**config.mk**
```make
export PLATFORM = sky130hd
export DESIGN_NAME = inertial_interface
export DESIGN_NICKNAME = d
export VERILOG_FILES = /design/src/rtl/inertial_interface.sv
export SDC_FILE = /design/constraint.sdc
export NUM_CORES = 1
export LEC_CHECK = 0
export CAP_MARGIN = 10
export CORE_ASPECT_RATIO = 1.1
export CORE_UTILIZATION = 46
export DETAILED_ROUTE_END_ITERATION = 10
export GPL_TIMING_DRIVEN = 0
export PLACE_DENSITY = 0.75
export SLEW_MARGIN = 30
export SYNTH_ARGS = -nofsm -noshare
export SYNTH_HDL_FRONTEND = slang
export SYNTH_SLANG_ARGS = --single-unit
export TNS_END_PERCENT = 1
```
**constraint.sdc**
```tcl
create_clock -name clk -period 2.7 [get_ports clk]
set_clock_uncertainty 0.15 [all_clocks]
set_input_delay 0.675 -clock clk [delete_from_list [all_inputs] [get_ports clk]]
set_output_delay 0.675 -clock clk [all_outputs]
set_load 0.01 [all_outputs]
```
**src/rtl/inertial_interface.sv**
```systemverilog
// -----------------------------------------------------------------------------
// inertial_interface
//
// Producer side of the inertial data path. After power-up it waits
// INIT_CYCLES clocks, then writes four configuration words to the 6-axis IMU
// through the SPI master. After that, every rising edge of the IMU data-ready
// interrupt starts four single-byte reads: pitch-rate low/high and Z-accel
// low/high. The assembled sample is presented with a one-cycle vld pulse.
//
// Optional feature macro: INERTIAL_TIMEOUT_EN
//   When defined, each SPI transaction is bounded to TIMEOUT_CYCLES clocks.
//   On expiry err pulses for one cycle. An expired config transaction restarts
//   the init wait. An expired read transaction returns to IDLE and leaves the
//   outputs untouched. When undefined, the FSM waits for done indefinitely and
//   err is constant 0.
//
// Ports
//   clk      in   system clock
//   rst      in   synchronous active-high reset
//   INT      in   IMU data-ready interrupt (asynchronous to clk)
//   done     in   SPI transaction complete, one-cycle pulse
//   rd_data  in   SPI read data, valid while done=1 (only [7:0] is used)
//   wrt      out  one-cycle pulse starting an SPI transaction
//   cmd      out  SPI command word, held from wrt until done
//   vld      out  one-cycle pulse marking a new ptch_rt/AZ sample
//   ptch_rt  out  signed pitch rate {high byte, low byte}
//   AZ       out  signed Z acceleration {high byte, low byte}
//   err      out  one-cycle pulse on SPI timeout
// -----------------------------------------------------------------------------
module inertial_interface #(
  parameter int unsigned INIT_CYCLES    = 65536,
  parameter int unsigned TIMEOUT_CYCLES = 1024
) (
  input  logic               clk,
  input  logic               rst,
  input  logic               INT,
  input  logic               done,
  input  logic [15:0]        rd_data,
  output logic               wrt,
  output logic [15:0]        cmd,
  output logic               vld,
  output logic signed [15:0] ptch_rt,
  output logic signed [15:0] AZ,
  output logic               err
);

  localparam int INIT_W = $clog2(INIT_CYCLES + 1);

  typedef enum logic [3:0] {
    INIT_WAIT, CFG0, CFG1, CFG2, CFG3, IDLE,
    RD_PL, RD_PH, RD_AL, RD_AH, SAMPLE
  } state_t;

  state_t            state, state_d;
  logic [INIT_W-1:0] init_cnt;
  logic              int_p0, int_p1, int_p2;
  logic              int_rise;
  logic              xfer, accept, expire;
  logic              wrt_d, vld_d, err_d;
  logic [15:0]       cmd_d;
  logic              ld_pl, ld_ph, ld_al, ld_out;
  logic [7:0]        ptch_lo, ptch_hi, az_lo;
  logic [7:0]        unused_rd_hi;

  assign unused_rd_hi = rd_data[15:8];

  // Stage p0..p1: two-flop INT synchronizer; p2: previous level for edge detect
  always_ff @(posedge clk) begin
    if (rst) begin
      int_p0 <= 1'b0;
      int_p1 <= 1'b0;
      int_p2 <= 1'b0;
    end else begin
      int_p0 <= INT;
      int_p1 <= int_p0;
      int_p2 <= int_p1;
    end
  end

  assign int_rise = int_p1 & ~int_p2;

  // A transaction state whose wrt cycle is over only listens for done;
  // a done coinciding with wrt belongs to nothing we issued.
  assign xfer   = state inside {CFG0, CFG1, CFG2, CFG3, RD_PL, RD_PH, RD_AL, RD_AH};
  assign accept = xfer & ~wrt & done;

`ifdef INERTIAL_TIMEOUT_EN
  localparam int TO_W = $clog2(TIMEOUT_CYCLES + 1);
  logic [TO_W-1:0] to_cnt;

  // Counts cycles since wrt; value k means k cycles have elapsed.
  always_ff @(posedge clk) begin
    if (rst || wrt_d || accept || !xfer) to_cnt <= '0;
    else                                 to_cnt <= to_cnt + TO_W'(1);
  end

  assign expire = xfer & ~accept & (to_cnt == TO_W'(TIMEOUT_CYCLES - 1));
`else
  logic [31:0] unused_timeout;
  assign unused_timeout = TIMEOUT_CYCLES;
  assign expire         = 1'b0;
`endif

  always_comb begin
    state_d = state;
    wrt_d   = 1'b0;
    cmd_d   = cmd;
    vld_d   = 1'b0;
    err_d   = 1'b0;
    ld_pl   = 1'b0;
    ld_ph   = 1'b0;
    ld_al   = 1'b0;
    ld_out  = 1'b0;
    unique case (state)
      INIT_WAIT: if (init_cnt == INIT_W'(INIT_CYCLES - 1)) begin
        state_d = CFG0; wrt_d = 1'b1; cmd_d = 16'h0D02;
      end
      CFG0: if (accept) begin
        state_d = CFG1; wrt_d = 1'b1; cmd_d = 16'h1053;
      end else if (expire) begin
        state_d = INIT_WAIT; err_d = 1'b1;
      end
      CFG1: if (accept) begin
        state_d = CFG2; wrt_d = 1'b1; cmd_d = 16'h1150;
      end else if (expire) begin
        state_d = INIT_WAIT; err_d = 1'b1;
      end
      CFG2: if (accept) begin
        state_d = CFG3; wrt_d = 1'b1; cmd_d = 16'h1460;
      end else if (expire) begin
        state_d = INIT_WAIT; err_d = 1'b1;
      end
      CFG3: if (accept) begin
        state_d = IDLE;
      end else if (expire) begin
        state_d = INIT_WAIT; err_d = 1'b1;
      end
      IDLE: if (int_rise) begin
        state_d = RD_PL; wrt_d = 1'b1; cmd_d = 16'hA200;
      end
      RD_PL: if (accept) begin
        state_d = RD_PH; wrt_d = 1'b1; cmd_d = 16'hA300; ld_pl = 1'b1;
      end else if (expire) begin
        state_d = IDLE; err_d = 1'b1;
      end
      RD_PH: if (accept) begin
        state_d = RD_AL; wrt_d = 1'b1; cmd_d = 16'hAC00; ld_ph = 1'b1;
      end else if (expire) begin
        state_d = IDLE; err_d = 1'b1;
      end
      RD_AL: if (accept) begin
        state_d = RD_AH; wrt_d = 1'b1; cmd_d = 16'hAD00; ld_al = 1'b1;
      end else if (expire) begin
        state_d = IDLE; err_d = 1'b1;
      end
      // The last byte goes straight into AZ so vld and the new sample
      // appear together in the SAMPLE cycle.
      RD_AH: if (accept) begin
        state_d = SAMPLE; vld_d = 1'b1; ld_out = 1'b1;
      end else if (expire) begin
        state_d = IDLE; err_d = 1'b1;
      end
      SAMPLE:  state_d = IDLE;
      default: state_d = INIT_WAIT;
    endcase
  end

  // Stage p0: control state and registered outputs
  always_ff @(posedge clk) begin
    if (rst) begin
      state    <= INIT_WAIT;
      init_cnt <= '0;
      wrt      <= 1'b0;
      cmd      <= '0;
      vld      <= 1'b0;
      err      <= 1'b0;
      ptch_rt  <= '0;
      AZ       <= '0;
    end else begin
      state    <= state_d;
      init_cnt <= (state == INIT_WAIT) ? init_cnt + INIT_W'(1) : '0;
      wrt      <= wrt_d;
      cmd      <= cmd_d;
      vld      <= vld_d;
      err      <= err_d;
      if (ld_out) begin
        ptch_rt <= signed'({ptch_hi, ptch_lo});
        AZ      <= signed'({rd_data[7:0], az_lo});
      end
    end
  end

  // Byte holding registers; every read sequence rewrites all of them first.
  always_ff @(posedge clk) begin
    if (ld_pl) ptch_lo <= rd_data[7:0];
    if (ld_ph) ptch_hi <= rd_data[7:0];
    if (ld_al) az_lo   <= rd_data[7:0];
  end

endmodule

```
# Word level (Yosys, flattened, before mapping)
# Cells that the tools add are included.
# word_totals
ff_bits	98
latch_bits	0
mem_bits_rw	0
mem_bits_ro	0
input_bits	20
out_inout_bits	51
elab_cells	76
n_memories	0
# op_classes
addsub	1
multipliers	0
div_mod_pow	0
order_cmp	0
eq_ne	21
shift	0
n_mux	28
bitwise	6
reduce_logical	7
# ops
cell	count
16-bit 2-to-1 mux	8
16-bit case mux with 8 select lines	1
4-bit case mux with 11 select lines	1
4-bit 2-to-1 mux	10
2-bit != test (second input constant)	10
17-bit by 1-bit adder with 17-bit output (second input constant)	1
17-bit by 16-bit == test with 1-bit output (second input constant)	1
4-bit by 3-bit == test with 1-bit output (second input constant)	4
8-bit nonzero test	2
4-bit == test (second input constant)	3
10-bit AND reduction	1
9-bit AND reduction	1
4-bit by 2-bit == test with 1-bit output (second input constant)	2
1-bit 2-to-1 mux	7
6-bit OR reduction	1
4-bit by 1-bit == test with 1-bit output (second input constant)	1
4-bit zero test	1
1-bit bitwise AND	3
1-bit inverter	3
1-bit case mux with 3 select lines	1
2-bit OR reduction	1

# Logic depth before layout (Yosys ltp)
# Gate-level depths: netlist of run 1.
# depth
depth_word	6
depth_mapped	9

# Worst setup path before layout of run 1
# Ideal clock, no wire load.
# synth_timing
path_type	register -> register
from	reg init_cnt[6]
to	reg cmd[1]
setup_time_ps	117
arrival_ps	2287
path_slack_ps	146
path_stages_with_launch	10
path_buffers	0
synth_period_minus_slack_ps	2554
path_cell_list	dfxtp_1 > and4_1 > and4_1 > and3_1 > and3_1 > ha_1 > nor4b_4 > nor4_4 > nand2_4 > a32o_1
# synth_between
elab_chain_cells	3
# synth_rtl
element	line_no	source
from (decl)	55	logic [INIT_W-1:0] init_cnt;
from (signal assigned)	181	init_cnt <= (state == INIT_WAIT) ? init_cnt + INIT_W'(1) : '0;
17-bit by 16-bit == test with 1-bit output	115	INIT_WAIT: if (init_cnt == INIT_W'(INIT_CYCLES - 1)) begin
2-bit != test (no source line)	--	
9-bit AND reduction (no source line)	--	
to (signal assigned)	183	cmd <= cmd_d;
to (decl)	40	output logic [15:0] cmd,
# No other way between the ends.
# A chain may end at the register's enable or synchronous reset.

# Worst setup path in the final report of run 1
# layout_timing
from	reg init_cnt[6]
to	reg cmd[5]
# The elaborated chain is that of the path after synthesis.

==> impl_metrics.env, run 1 <==
export IMPL_synth_cell_area_um2=3540
export IMPL_pwr_share_seq_pct=46.3
export IMPL_timing_rr_start="init_cnt[6]"
export IMPL_post_dp_cell_area_um2=4267
export IMPL_drcViolationCount=0
export IMPL_synth_top_family_by_area="simple AND/OR/NAND/NOR gates"
export IMPL_cts_tree="done"
export IMPL_top_usage_layer="met2"
export IMPL_core_area_um2=7473
export IMPL_path_class="flip-flop to flip-flop"
export IMPL_drive_above_1_share_pct=12.10
export IMPL_post_place_ws_ns=-0.2291
export IMPL_ant_nets=0
export IMPL_synth_cells=359
export IMPL_p_comb_share_pct=28.5
export IMPL_wl_per_cell_um=13.08
export IMPL_finalCritPeriodShare_pct=96.13
export IMPL_postLayoutCoreUtil_pct=60.15
export IMPL_worstSetupStartpointType="flip-flop"
export IMPL_initial_core_util_pct=47.36
export IMPL_r2r_end="cmd[5]"
export IMPL_post_dp_hpwl_um=4932
export IMPL_worst_setup_path_end_kind="flip-flop"
export IMPL_powerDensity_nw_per_um2=749.9
export IMPL_synth_edff_count=24
export IMPL_hold_violations=0
export IMPL_critPathRequiredTime_ns=2.81
export IMPL_whs_ns=0.3056
export IMPL_grt_max_degree=18
export IMPL_power_mw=3.371
export IMPL_fin_cells=543
export IMPL_grt_usage_pct=19.21
export IMPL_swShare_pct=32.08
export IMPL_synthAdderAreaFrac_pct=0.7070
export IMPL_clockBufferDepth=2
export IMPL_synthMuxAreaShare_pct=1.131
export IMPL_nets=455
export IMPL_clock_latency_ns=0.36
export IMPL_cp_arrival_ns=2.71
export IMPL_p_clk_share_pct=25.2
export IMPL_hold_depth=2
export IMPL_gp_congestion=0.8194
export IMPL_pin_count=71
export IMPL_seq_area_frac_synth_pct=58.82
export IMPL_vias_per_cell=4.948
export IMPL_reg2reg_slack_ns=0.10
export IMPL_status="finished, final reports clean"
export IMPL_antenna_cells=0
export IMPL_fin_setup_tns_ns=0
export IMPL_root_buffer="clkbuf_8"
export IMPL_use_met1_pct=24.70
export IMPL_holdCritStartpoint="ptch_rt[13]"
export IMPL_met3_usage_pct=4.218
export IMPL_met2_usage_pct=30.13
export IMPL_synth_compound_area_share_pct=9.862
export IMPL_drt_initial_drc_count=158
export IMPL_syn_to_final_growth_pct=27.01
export IMPL_hp_class="flip-flop to flip-flop"
export IMPL_p_switching_mw=1.081
export IMPL_synth_distinct_cells=47
export IMPL_intPower_mw=2.290
export IMPL_antenna_found_initial=0
export IMPL_numCtsBuffers=9
export IMPL_numPortBuffers=57
export IMPL_path_clk_slew_ns=0.09
export IMPL_synth_async_reset_ratio_pct=0
export IMPL_n_fill_cell=642
export IMPL_dp_cells=525
export IMPL_p_leak_nw=1.563
export IMPL_die_x_um=85.64
export IMPL_synthSimpleGateAreaFrac_pct=21.03
export IMPL_die_area_um2=8050
export IMPL_min_to="ptch_rt[13]"
export IMPL_slew_headroom_pct=45.84
export IMPL_cts_sinks=92
export IMPL_tightest_slew_ns=0.8056
export IMPL_rows=33
export IMPL_slew_violations=0
export IMPL_ys_warn_count=0
export IMPL_grt_overflow=0
export IMPL_grt_pass1_vias=2426
export IMPL_worstRegToRegCells=10
export IMPL_die_height_um=94
export IMPL_htree_num_levels=3
export IMPL_max_cap_violations=0
export IMPL_grt_pass1_wl_um=11700
export IMPL_ys_flop_type="dfxtp_1"
export IMPL_synth_area_per_cell_um2=9.860
export IMPL_vias=2687
export IMPL_firstDrtPassIters=4
export IMPL_timing_fmax_mhz=385.3
export IMPL_fin_area_um2=4496
export IMPL_cp_max_fo=10
export IMPL_fin_crit_ns=2.596
export IMPL_finalSetupViolCount=0
export IMPL_finalWirelength_um=7102
export IMPL_synth_seq_cells=92
export IMPL_vdd_drop_max_mv=0.5758
export IMPL_worst_slack_ns=0.1045
export IMPL_synth_xor_area_share_pct=3.464
==> cell usage in the layout, fill, tap and decap left out, drive strengths merged, types with 3 or more instances in the layout <==
master	instances
nand2	83
dfxtp	68
clkdlybuf4s50	57
a21oi	37
edfxtp	24
nor2	24
clkbuf	22
buf	18
xor2	11
nor3	9
nand3	8
inv	8
and3	5
nor2b	5
o21ai	5
conb	5
nand4	4
mux2i	4
xnor2	3
a311oi	3
clkinv	3
==> Yosys cell counts, drive strengths merged (2+ instances only) <==
cell | number | share of area, %
ha | 2 | 0.71
xnor2 | 3 | 0.74
edfxtp | 24 | 20
and4 | 2 | 0.49
nand4 | 4 | 0.71
and3 | 5 | 0.88
a32o | 2 | 0.57
inv | 5 | 0.53
nor2b | 5 | 0.88
or2b | 2 | 0.42
o21ai | 5 | 0.71
nor2 | 24 | 2.6
dfxtp | 68 | 38
clkbuf | 13 | 1.4
nor3 | 9 | 1.6
or3 | 2 | 0.35
nand3 | 8 | 1.1
a311oi | 3 | 0.74
mux2i | 4 | 1.1
nor4 | 2 | 0.78
nand2 | 83 | 9.0
nand2b | 2 | 0.35
xor2 | 11 | 2.7
o31ai | 2 | 0.42
buf | 16 | 3.0
a21oi | 37 | 5.2
==> worst max-delay path: stages (launching register included) <==
cell	delay (ns)
dfxtp_4	0.38
and4_4	0.24
and4_2	0.26
and3_1	0.16
and3_1	0.15
ha_2	0.19
nor4b_4	0.06
nor4_4	0.28
buf_4	0.23
nand2_4	0.10
a32o_1	0.30
==> per-layer routing <==
layer  wire [µm]  vias up
li1            -     1365
met2        3287       71
met4         189        0
met1        3335     1235
met5           0        -
met3         290       16
==> layout make-up <==
type	count	area, µm²	share of cell area (%)
clock buffer	9	123.9	2.755
timing repair buffer	59	585.6	13.03
multi-input combinational	237	1331	29.61
buffer	29	153.9	3.423
clock inverter	7	60.06	1.336
sequential	92	2091	46.51
inverter	5	18.77	0.4175
tap	105	131.4	2.922
==> sequential cells by signal, summed over array words and instances, names as in the netlist, 4 cells and up <==
signal / flops
AZ: 16
az_lo: 8
cmd: 10
init_cnt: 17
ptch_hi: 8
ptch_lo: 8
ptch_rt: 16
state: 4
==> repair_timing <==
item / 4_1_cts / 5_1_grt
hold buffers: 0 / 0
setup buffers: 0 / 2
resized for setup: 4 / 7
setup endpoints to repair: 11 / 12
pin swaps: 1 / 2
==> how the worst max path moves through the flow <==
stage                             to  slack [ns]         from
after floorplan               cmd[1]        0.15  init_cnt[6]
after global placement    ptch_lo[4]       -0.40         done
after detailed placement      cmd[1]       -0.23         done
after CTS                   state[2]       0.002  init_cnt[8]
after global routing          cmd[5]       -0.02  init_cnt[6]
final                         cmd[5]        0.10  init_cnt[6]
==> logic make-up (layout without fill, tap and decap cells) <==
group	count (synthesis)	count (layout)
DFF	92	92
xor gates and xnor gates	14	14
muxes	4	4
other	1	5
and+or+nand+nor	154	154
buffers and inverters	34	109
adders and majority gates	2	2
AOI/OAI and AO/OA	58	58
==> power by group through the flow <==
stage | Clock [mW] | Sequential (mW) | Combinational [mW]
final | 0.849 | 1.56 | 0.960
after global routing | 0.935 | 1.58 | 1.05
after CTS | 0.875 | 1.56 | 0.888
after detailed placement | 0 | 1.59 | 0.888
after global placement | 0 | 1.59 | 0.878
after floorplan | 0 | 1.61 | 0.602
Power figures use the tool's default switching activity.
==> inputs of run 2 (changes only) <==
--- a/config.mk
+++ b/config.mk
@@ -11,7 +11,6 @@
 export DETAILED_ROUTE_END_ITERATION = 10
 export GPL_TIMING_DRIVEN = 0
 export PLACE_DENSITY = 0.75
-export SLEW_MARGIN = 30
 export SYNTH_ARGS = -nofsm -noshare
 export SYNTH_HDL_FRONTEND = slang
 export SYNTH_SLANG_ARGS = --single-unit
==> run 2 against run 1 <==
Net effect: die area unchanged; clock power increased by 2%; sequential power about the same; cell count unchanged; flip-flop and latch count unchanged; design area about the same; count of clock-buffer cells in the layout increased by 1; critical endpoint is now cmd[1]; register-to-register slack about the same; critical path type unchanged; combinational power decreased by 2%; fmax increased by 0.41%; utilization about the same; critical path depth unchanged.
==> impl_metrics.env, run 2 (synthesized netlist as in run 1, its figures left out) <==
export IMPL_wl_per_cell_um=13.26
export IMPL_clock_latency_ns=0.36
export IMPL_gp_congestion=0.8194
export IMPL_die_height_um=94
export IMPL_fin_area_um2=4493
export IMPL_worst_slack_ns=0.1150
export IMPL_initial_core_util_pct=47.36
export IMPL_worst_setup_path_end_kind="flip-flop"
export IMPL_cpPeakStageDelay_ns=0.38
export IMPL_grt_overflow=0
export IMPL_tightest_slew_ns=0.8074
export IMPL_slew_violations=0
export IMPL_nets=455
export IMPL_pin_count=71
export IMPL_post_dp_cell_area_um2=4257
export IMPL_root_buffer="clkbuf_8"
export IMPL_fin_cells=543
export IMPL_finalSetupViolCount=0
export IMPL_vdd_drop_max_mv=0.5205
export IMPL_numPortBuffers=57
export IMPL_swShare_pct=31.71
export IMPL_ant_nets=0
export IMPL_grt_pass1_vias=2402
export IMPL_path_class="flip-flop to flip-flop"
export IMPL_drive_above_1_share_pct=11.87
export IMPL_vias_per_cell=4.959
export IMPL_path_clk_slew_ns=0.09
export IMPL_critPathRequiredTime_ns=2.81
export IMPL_grt_max_degree=18
export IMPL_antenna_cells=0
export IMPL_status="finished, final reports clean"
export IMPL_grt_usage_pct=19.17
export IMPL_slowest_stage="dfxtp_4"
export IMPL_max_cap_violations=0
export IMPL_post_place_ws_ns=-0.4382
export IMPL_fin_crit_ns=2.585
export IMPL_dp_cells=525
export IMPL_drt_initial_drc_count=126
export IMPL_p_comb_share_pct=27.9
export IMPL_syn_to_final_growth_pct=26.94
export IMPL_post_dp_hpwl_um=4944
export IMPL_final_common_cell="nand2_1"
export IMPL_whs_ns=0.2975
export IMPL_timing_fmax_mhz=386.9
export IMPL_drcViolationCount=0
export IMPL_grt_pass1_wl_um=11740
export IMPL_finalWirelength_um=7198
export IMPL_largest_register_ffs=17
export IMPL_core_area_um2=7473
export IMPL_numCtsBuffers=9
export IMPL_worstSetupStartpointType="flip-flop"
export IMPL_htree_num_levels=3
export IMPL_rows=33
export IMPL_finalCritPeriodShare_pct=95.74
export IMPL_final_cell_mix="82 x nand2_1, 65 x dfxtp_1, 57 x clkdlybuf4s50_1"
export IMPL_hp_class="flip-flop to flip-flop"
export IMPL_fin_setup_tns_ns=0
export IMPL_cp_max_fo=10
export IMPL_largestRegisters="init_cnt (17), AZ (16), ptch_rt (16)"
export IMPL_regMostFlops="init_cnt"
export IMPL_p_clk_share_pct=25.8
export IMPL_slew_headroom_pct=45.71
export IMPL_pwr_share_seq_pct=46.3
export IMPL_p_switching_mw=1.071
export IMPL_vias=2693
export IMPL_die_x_um=85.64
export IMPL_intPower_mw=2.306
export IMPL_cts_tree="done"
export IMPL_powerDensity_nw_per_um2=751.5
export IMPL_hold_violations=0
export IMPL_die_area_um2=8050
export IMPL_cts_sinks=92
export IMPL_clockBufferDepth=2
export IMPL_p_leak_nw=1.572
export IMPL_antenna_found_initial=0
export IMPL_firstDrtPassIters=5
export IMPL_cp_arrival_ns=2.69
export IMPL_crit_chain="and4_4 -> and4_4 -> and3_1 -> and3_1 -> ha_1 -> nor4b_4 -> nor4_4 -> buf_4 -> nand2_4 -> a32o_1"
## run 2: final timing paths
check	startpoint	end	slack [ns]	cells past startpoint
setup / recovery	init_cnt[6]	cmd[1]	0.12	10
hold / removal	int_p0	int_p1	0.30	1
setup reg to reg	init_cnt[6]	cmd[1]	0.12	10
hold reg to reg	int_p0	int_p1	0.30	1
## run 2: critical path: cells and delay by family, from the launching register on
kind,cells,cell delay [ns]
and+or+nand+nor,7,1.23
DFF,1,0.38
AOI/OAI and AO/OA,1,0.31
buffers and inverters,1,0.22
adders and majority gates,1,0.19
## run 2: repair_timing
action,4_1_cts,5_1_grt
setup buffers,0,1
setup endpoints to repair,19,12
hold buffers,0,0
pin swaps,2,2
gates resized for setup,5,6
## run 2: cell type report
type | instances | area, µm²
fill | 666 | 2980
sequential | 92 | 2088
multi-input combinational | 237 | 1330
timing repair buffer | 59 | 583.1
buffer | 29 | 153.9
clock buffer | 10 | 137.6
tap | 105 | 131.4
clock inverter | 6 | 50.05
inverter | 5 | 18.77
## run 2: through the flow
step	util, %	power, mW
4_1_cts	59.69	3.362
2_1_floorplan	-	2.209
3_3_place_gp	56.96	2.472
3_5_place_dp	56.96	2.477
5_1_grt	60.12	3.556
6_report	60.12	3.376
## run 2: power by group through the flow
stage	clock network, mW	logic (mW)	registers (mW)
detailed placement	0	0.882	1.60
floorplan	0	0.602	1.61
finish	0.869	0.943	1.56
global route	0.945	1.03	1.58
CTS	0.894	0.901	1.57
global placement	0	0.878	1.59
## run 2: layer usage
| metal | share of wire, % | up-vias | track usage, % |
|---|---|---|---|
| met5 | 0 | - | 0 |
| li1 | - | 1357 | - |
| met1 | 46 | 1247 | 25.68 |
| met4 | 1.8 | 0 | 9.722 |
| met3 | 4.3 | 11 | 3.163 |
| met2 | 48 | 78 | 30.00 |
